--- src/rtl/regfile_dump_if.sv ---
// Byte stream carrying the register-file dump frame to a serial transmitter.
// The dump engine drives data/valid as master; the sink answers with ready.
interface regfile_dump_if;
  logic [7:0] tx_data;
  logic       tx_valid;
  logic       tx_ready;

  modport master (output tx_data, output tx_valid, input tx_ready);
  modport slave  (input tx_data, input tx_valid, output tx_ready);
endinterface

--- src/rtl/regfile_dump.sv ---
// Register file with two registered read ports, one write port and a dump engine
// that streams sync byte, every register byte-by-byte, then an XOR checksum.
module regfile_dump #(
  parameter int         XLEN      = 32,
  parameter int         NREGS     = 32,
  parameter int         ZERO_REG  = 1,
  parameter logic [7:0] SYNC_BYTE = 8'hA5,
  parameter int         LSB_FIRST = 1,
  localparam int        AW        = $clog2(NREGS)
) (
  input  logic            clk,
  input  logic            rstn,
  input  logic            wr_en,
  input  logic [AW-1:0]   wr_addr,
  input  logic [XLEN-1:0] wr_data,
  input  logic [AW-1:0]   rd_addr_a,
  output logic [XLEN-1:0] rd_data_a,
  input  logic [AW-1:0]   rd_addr_b,
  output logic [XLEN-1:0] rd_data_b,
  input  logic            dump_req,
  output logic            dump_busy,
  output logic            dump_done,
  regfile_dump_if.master  tx
);

  localparam int BPR = XLEN / 8;
  localparam int BW  = (BPR > 1) ? $clog2(BPR) : 1;
  localparam logic [BW-1:0] LAST_BYTE = BW'(BPR - 1);
  localparam logic [AW-1:0] LAST_REG  = AW'(NREGS - 1);

  typedef enum logic [1:0] {IDLE, SYNC, DATA, CSUM} state_t;

  state_t          state;
  logic [XLEN-1:0] regs [NREGS];
  logic [XLEN-1:0] shadow;
  logic [AW-1:0]   reg_idx;
  logic [BW-1:0]   byte_idx;
  logic [7:0]      csum;
  logic            wr_hit;
  logic [AW-1:0]   next_reg;
  logic [BW-1:0]   next_byte;

  function automatic logic in_range(input logic [AW-1:0] a);
    if (NREGS == (1 << AW)) return 1'b1;
    return ({1'b0, a} < (AW+1)'(NREGS));
  endfunction

  // Architectural view of a register: hard-wired zero and holes read as 0.
  function automatic logic [XLEN-1:0] word_at(input logic [AW-1:0] a);
    if (!in_range(a) || (ZERO_REG != 0 && a == '0)) return '0;
    return regs[a];
  endfunction

  function automatic logic [7:0] byte_of(input logic [XLEN-1:0] w, input logic [BW-1:0] k);
    int sel;
    sel = (LSB_FIRST != 0) ? int'(k) : (BPR - 1 - int'(k));
    return w[8*sel +: 8];
  endfunction

  assign wr_hit    = wr_en && in_range(wr_addr) && !(ZERO_REG != 0 && wr_addr == '0);
  assign next_reg  = reg_idx + 1'b1;
  assign next_byte = byte_idx + 1'b1;

  // NOTE: the storage array is reset here because the host may dump straight
  // after reset and must see a defined all-zero image, not power-up garbage.
  always_ff @(posedge clk or negedge rstn) begin
    if (!rstn) begin
      for (int i = 0; i < NREGS; i++) regs[i] <= '0;
    end else if (wr_hit) begin
      regs[wr_addr] <= wr_data;
    end
  end

  // Write-first: a same-cycle write to the addressed register is forwarded.
  always_ff @(posedge clk or negedge rstn) begin
    if (!rstn) begin
      rd_data_a <= '0;
      rd_data_b <= '0;
    end else begin
      rd_data_a <= (wr_hit && wr_addr == rd_addr_a) ? wr_data : word_at(rd_addr_a);
      rd_data_b <= (wr_hit && wr_addr == rd_addr_b) ? wr_data : word_at(rd_addr_b);
    end
  end

  // NOTE: every state bit uses <= so all reads in this block see pre-edge values,
  // which is what lets csum and tx_data be updated from each other safely.
  always_ff @(posedge clk or negedge rstn) begin
    if (!rstn) begin
      state       <= IDLE;
      reg_idx     <= '0;
      byte_idx    <= '0;
      shadow      <= '0;
      csum        <= '0;
      tx.tx_data  <= '0;
      tx.tx_valid <= 1'b0;
      dump_busy   <= 1'b0;
      dump_done   <= 1'b0;
    end else begin
      dump_done <= 1'b0;
      case (state)
        IDLE: begin
          if (dump_req) begin
            state       <= SYNC;
            tx.tx_valid <= 1'b1;
            tx.tx_data  <= SYNC_BYTE;
            dump_busy   <= 1'b1;
            reg_idx     <= '0;
            byte_idx    <= '0;
            csum        <= '0;
          end
        end
        SYNC: begin
          if (tx.tx_ready) begin
            state      <= DATA;
            shadow     <= word_at('0);
            tx.tx_data <= byte_of(word_at('0), '0);
          end
        end
        DATA: begin
          if (tx.tx_ready) begin
            csum <= csum ^ tx.tx_data;
            if (byte_idx == LAST_BYTE) begin
              byte_idx <= '0;
              if (reg_idx == LAST_REG) begin
                state      <= CSUM;
                tx.tx_data <= csum ^ tx.tx_data;
              end else begin
                // Latching the whole word keeps a concurrent write from tearing it.
                reg_idx    <= next_reg;
                shadow     <= word_at(next_reg);
                tx.tx_data <= byte_of(word_at(next_reg), '0);
              end
            end else begin
              byte_idx   <= next_byte;
              tx.tx_data <= byte_of(shadow, next_byte);
            end
          end
        end
        CSUM: begin
          if (tx.tx_ready) begin
            state       <= IDLE;
            tx.tx_valid <= 1'b0;
            dump_busy   <= 1'b0;
            dump_done   <= 1'b1;
          end
        end
        default: state <= IDLE;
      endcase
    end
  end

endmodule

--- src/flat_wrapper.sv ---
// flat-port wrapper written by rule: the top's interface ports become plain ports
module regfile_dump_flat 
#(
  parameter int         XLEN      = 32,
  parameter int         NREGS     = 32,
  parameter int         ZERO_REG  = 1,
  parameter logic [7:0] SYNC_BYTE = 8'hA5,
  parameter int         LSB_FIRST = 1,
  localparam int        AW        = $clog2(NREGS)
)
  (clk, rstn, wr_en, wr_addr, wr_data, rd_addr_a, rd_data_a, rd_addr_b, rd_data_b, dump_req, dump_busy, dump_done, tx_tx_data, tx_tx_valid, tx_tx_ready);
  regfile_dump_if tx_i ();
  input  logic clk;
  input  logic rstn;
  input  logic wr_en;
  input  logic [AW-1:0] wr_addr;
  input  logic [XLEN-1:0] wr_data;
  input  logic [AW-1:0] rd_addr_a;
  output logic [XLEN-1:0] rd_data_a;
  input  logic [AW-1:0] rd_addr_b;
  output logic [XLEN-1:0] rd_data_b;
  input  logic dump_req;
  output logic dump_busy;
  output logic dump_done;
  output wire logic [$bits(tx_i.tx_data)-1:0] tx_tx_data;
  output wire logic [$bits(tx_i.tx_valid)-1:0] tx_tx_valid;
  input wire logic [$bits(tx_i.tx_ready)-1:0] tx_tx_ready;
  assign tx_tx_data = tx_i.tx_data;
  assign tx_tx_valid = tx_i.tx_valid;
  assign tx_i.tx_ready = tx_tx_ready;
  regfile_dump #(.XLEN(XLEN), .NREGS(NREGS), .ZERO_REG(ZERO_REG), .SYNC_BYTE(SYNC_BYTE), .LSB_FIRST(LSB_FIRST)) u_core (.clk(clk), .rstn(rstn), .wr_en(wr_en), .wr_addr(wr_addr), .wr_data(wr_data), .rd_addr_a(rd_addr_a), .rd_data_a(rd_data_a), .rd_addr_b(rd_addr_b), .rd_data_b(rd_data_b), .dump_req(dump_req), .dump_busy(dump_busy), .dump_done(dump_done), .tx(tx_i));
endmodule
--- config.mk ---
export PLATFORM = sky130hd
export DESIGN_NAME = regfile_dump_flat
export DESIGN_NICKNAME = d
export VERILOG_FILES = /design/src/rtl/regfile_dump_if.sv /design/src/rtl/regfile_dump.sv /design/src/flat_wrapper.sv
export SDC_FILE = /design/constraint.sdc
export NUM_CORES = 2
export LEC_CHECK = 0
export BUFFER_PORTS_ARGS = -buffer_cell sky130_fd_sc_hd__clkbuf_2
export CELL_PAD_IN_SITES_DETAIL_PLACEMENT = 0
export CELL_PAD_IN_SITES_GLOBAL_PLACEMENT = 1
export CORE_ASPECT_RATIO = 1.5
export CORE_MARGIN = 1.5
export CORE_UTILIZATION = 40
export DETAILED_ROUTE_END_ITERATION = 10
export PLACE_DENSITY_LB_ADDON = 0.05
export SLEW_MARGIN = 20
export SYNTH_ARGS = -nofsm -noshare
export SYNTH_HDL_FRONTEND = slang
export SYNTH_SLANG_ARGS = --single-unit
export TNS_END_PERCENT = 50
--- constraint.sdc ---
create_clock -name clk -period 3.6 [get_ports clk]
set_clock_uncertainty 0.15 [all_clocks]
set_input_delay 0.36 -clock clk [delete_from_list [all_inputs] [get_ports clk]]
set_output_delay 0.36 -clock clk [all_outputs]
set_load 0.1 [all_outputs]
==> impl_metrics.env <==
export IMPL_via_per_inst=6.75
export IMPL_synthCells=4892
export IMPL_rsz0062_at_grt="false"
export IMPL_drc_errors=0
export IMPL_synth_seq_cells=1147
export IMPL_synthArstFlopShare=1.00
export IMPL_port_buffers=126
export IMPL_p_per_area_nw_per_um2=566
export IMPL_period_minus_slack_ns=3.29
export IMPL_yosysWarnings=0
export IMPL_fmax_ghz=0.304
export IMPL_synth_edf_count=0
export IMPL_boundaryPins=127
export IMPL_cap_violations=0
export IMPL_dp_slack_ns=0.224
export IMPL_seqCellArea_um2=28700
export IMPL_cts_root_buf="clkbuf_16"
export IMPL_dieArea_um2=173000
export IMPL_multi_input_area_um2=37400
export IMPL_grt_overflow=0
export IMPL_syn_area_um2=68200
export IMPL_critPathArrivalTime_ns=3.80
export IMPL_crit_fanout=38
export IMPL_grt_max_degree=132
export IMPL_p_leak_nw=32.7
export IMPL_hold_class="in -> async"
export IMPL_antenna_found_initial=18
export IMPL_cts_sinks=1147
export IMPL_startpoint_type="flop"
export IMPL_slew_violations=0
export IMPL_synth_seq_area_share=0.421
export IMPL_cts_made_buffers=131
export IMPL_htreeDepth=4
export IMPL_synth_fp_nets=4952
export IMPL_num_rows=185
export IMPL_cts_tree="yes"
export IMPL_cp_end_kind="flop"
export IMPL_nets=4884
export IMPL_die_w_um=340
export IMPL_area_delta_synth_final_pct=13.0
export IMPL_antenna_left=0
export IMPL_avgSynthCellArea_um2=13.9
export IMPL_critPathRequiredTime_ns=4.11
export IMPL_wl_um=274000
export IMPL_core_um2=169000
export IMPL_gp_congestion=0.825
export IMPL_die_h_um=509
export IMPL_drive_above_1_share=0.389
export IMPL_fin_area_um2=77000
export IMPL_clkTransAtPathRegs_ns=0.06
export IMPL_routedWlPerCell_um=38.2
export IMPL_clk_path_buf_depth=3
export IMPL_drt_iter0_markers=4245
export IMPL_clock_latency_ns=0.79
export IMPL_worst_pin_slew_ns=1.03
export IMPL_synthFlopType="dfrtp_1"
export IMPL_grt_pass1_vias=49000
export IMPL_criticalPathCategory="reg -> reg"
export IMPL_final_period_utilization=0.913
export IMPL_setup_violations=0
export IMPL_start_util=0.403
export IMPL_r2r_slack_ns=0.31
export IMPL_synth_cell_type_count=49
export IMPL_dp_hpwl_um=161000
export IMPL_grt_total_usage=0.317
export IMPL_setup_slack_ns=0.312
export IMPL_maxSlewHeadroom=0.314
export IMPL_fillCellCount=15200
export IMPL_setup_tns_ns=0
export IMPL_dr_total_vias=48400
export IMPL_reg2reg_depth=8
export IMPL_place_area_um2=72500
export IMPL_first_pass_iters=5
export IMPL_grt_pass1_wl_um=390000
export IMPL_hold_viol_final=0
export IMPL_status="completed"
export IMPL_ir_drop_mv=0.531
cells by family (layout without fill, tap and decap cells):
group / count (synthesis) / in the layout / synth area share
buffers and inverters: 574 / 604 / 0.0360
muxes: 2105 / 2105 / 0.433
DFF: 1147 / 1147 / 0.421
other: 0 / 9 / 0
and+or+nand+nor: 230 / 230 / 0.0177
adders and majority gates: 8 / 8 / 0.00147
AOI/OAI and AO/OA: 810 / 810 / 0.0887
xor gates and xnor gates: 18 / 18 / 0.00242
critical path, stage by stage (launching register included):
cell       delay (ns)
dfrtp_4          0.53
ha_4             0.38
buf_12           0.31
mux4_2           0.54
and2_1           0.16
a2111oi_0        0.44
buf_4            0.20
a211o_1          0.25
o21ai_1          0.11
final timing paths:
check,from,end
worst max-delay path,u_core.reg_idx[0],u_core.tx.tx_data[7]
worst min-delay path,rstn,u_core.regs[703]
worst max register to register,u_core.reg_idx[0],u_core.tx.tx_data[7]
worst min register to register,u_core.regs[1008],u_core.regs[1008]
max in group asynchronous,rstn,u_core.rd_data_a[12]
min in group clk,wr_data[30],u_core.rd_data_b[30]
state kept, by name, summed over array words and instances (netlist names), 5 cells and up:
| register | cells |
|---|---|
| u_core.regs | 1024 |
| u_core.tx.tx_data | 8 |
| u_core.shadow | 32 |
| u_core.reg_idx | 5 |
| u_core.csum | 8 |
| u_core.rd_data_b | 32 |
| u_core.rd_data_a | 32 |
repair_timing:
action | CTS | global route
endpoints found under the hold margin | 548 | 0
resized for setup | 0 | 0
hold buffers | 5 | 0
buffers inserted | 0 | 0
layout by cell type (no fill, tap or decap), types with 62 or more instances in the layout:
cell,synthesis,layout
o21bai_1,62,62
mux2i_1,533,533
buf_12,0,86
clkbuf_2,0,115
o21ai_0,89,89
clkbuf_16,0,138
a22oi_1,69,69
buf_4,20,151
a32oi_1,62,62
mux2_2,720,720
mux4_2,576,576
a221oi_1,248,248
dfrtp_1,1147,1146
and2_1,65,65
a211o_1,64,64
a21oi_1,137,137
mux2_1,276,276
layer usage:
metal	share of wire	wire, um	global-route usage	vias to the layer above
met5	0.00014	39	0	-
met2	0.48	132000	0.519	1833
met4	0.043	11700	0.129	6
li1	-	-	-	19300
met1	0.41	114000	0.421	26700
met3	0.060	16500	0.0505	510
synth_stat cells, types with 64 or more instances:
cell type  count  area, um^2
mux4_2       576       13000
a211o_1       64         561
a22oi_1       69         518
buf_2        126         631
mux2_2       720        8110
and2_1        65         407
mux2i_1      533        5340
o21ai_0       89         445
clkbuf_1     357        1340
mux2_1       276        3110
dfrtp_1     1147       28700
a21oi_1      137         686
a221oi_1     248        2170
through the flow:
step                       util  instances  hold slack [ns]  total power [mW]
after floorplan               -       4892          -0.0856              25.8
after global placement    0.428       6930            0.232              29.4
after detailed placement  0.428       6930            0.236              29.6
after CTS                 0.455       7166          0.00897              43.9
after global routing      0.455       7168           0.0450              45.5
final                     0.455       7175           0.0165              43.6
power by group:
part           internal (mW)  leakage (nW)  switching (mW)  total [mW]
Sequential              15.3          14.7            2.45        17.7
Clock                   8.41          2.21            5.75        14.2
Combinational           5.69          15.8            6.02        11.7
Total                   29.4          32.7            14.2        43.6
layout make-up:
| cell class | instances | area share |
|---|---|---|
| diodes | 9 | 0.000292 |
| well taps | 2244 | 0.0364 |
| clock buffers | 196 | 0.0522 |
| clock inverters | 35 | 0.00591 |
| repair buffers | 363 | 0.0462 |
| inverters | 10 | 0.000552 |
| flip-flops and latches | 1147 | 0.373 |
| multi-input cells | 3171 | 0.486 |
Power figures use the tool's default switching activity.
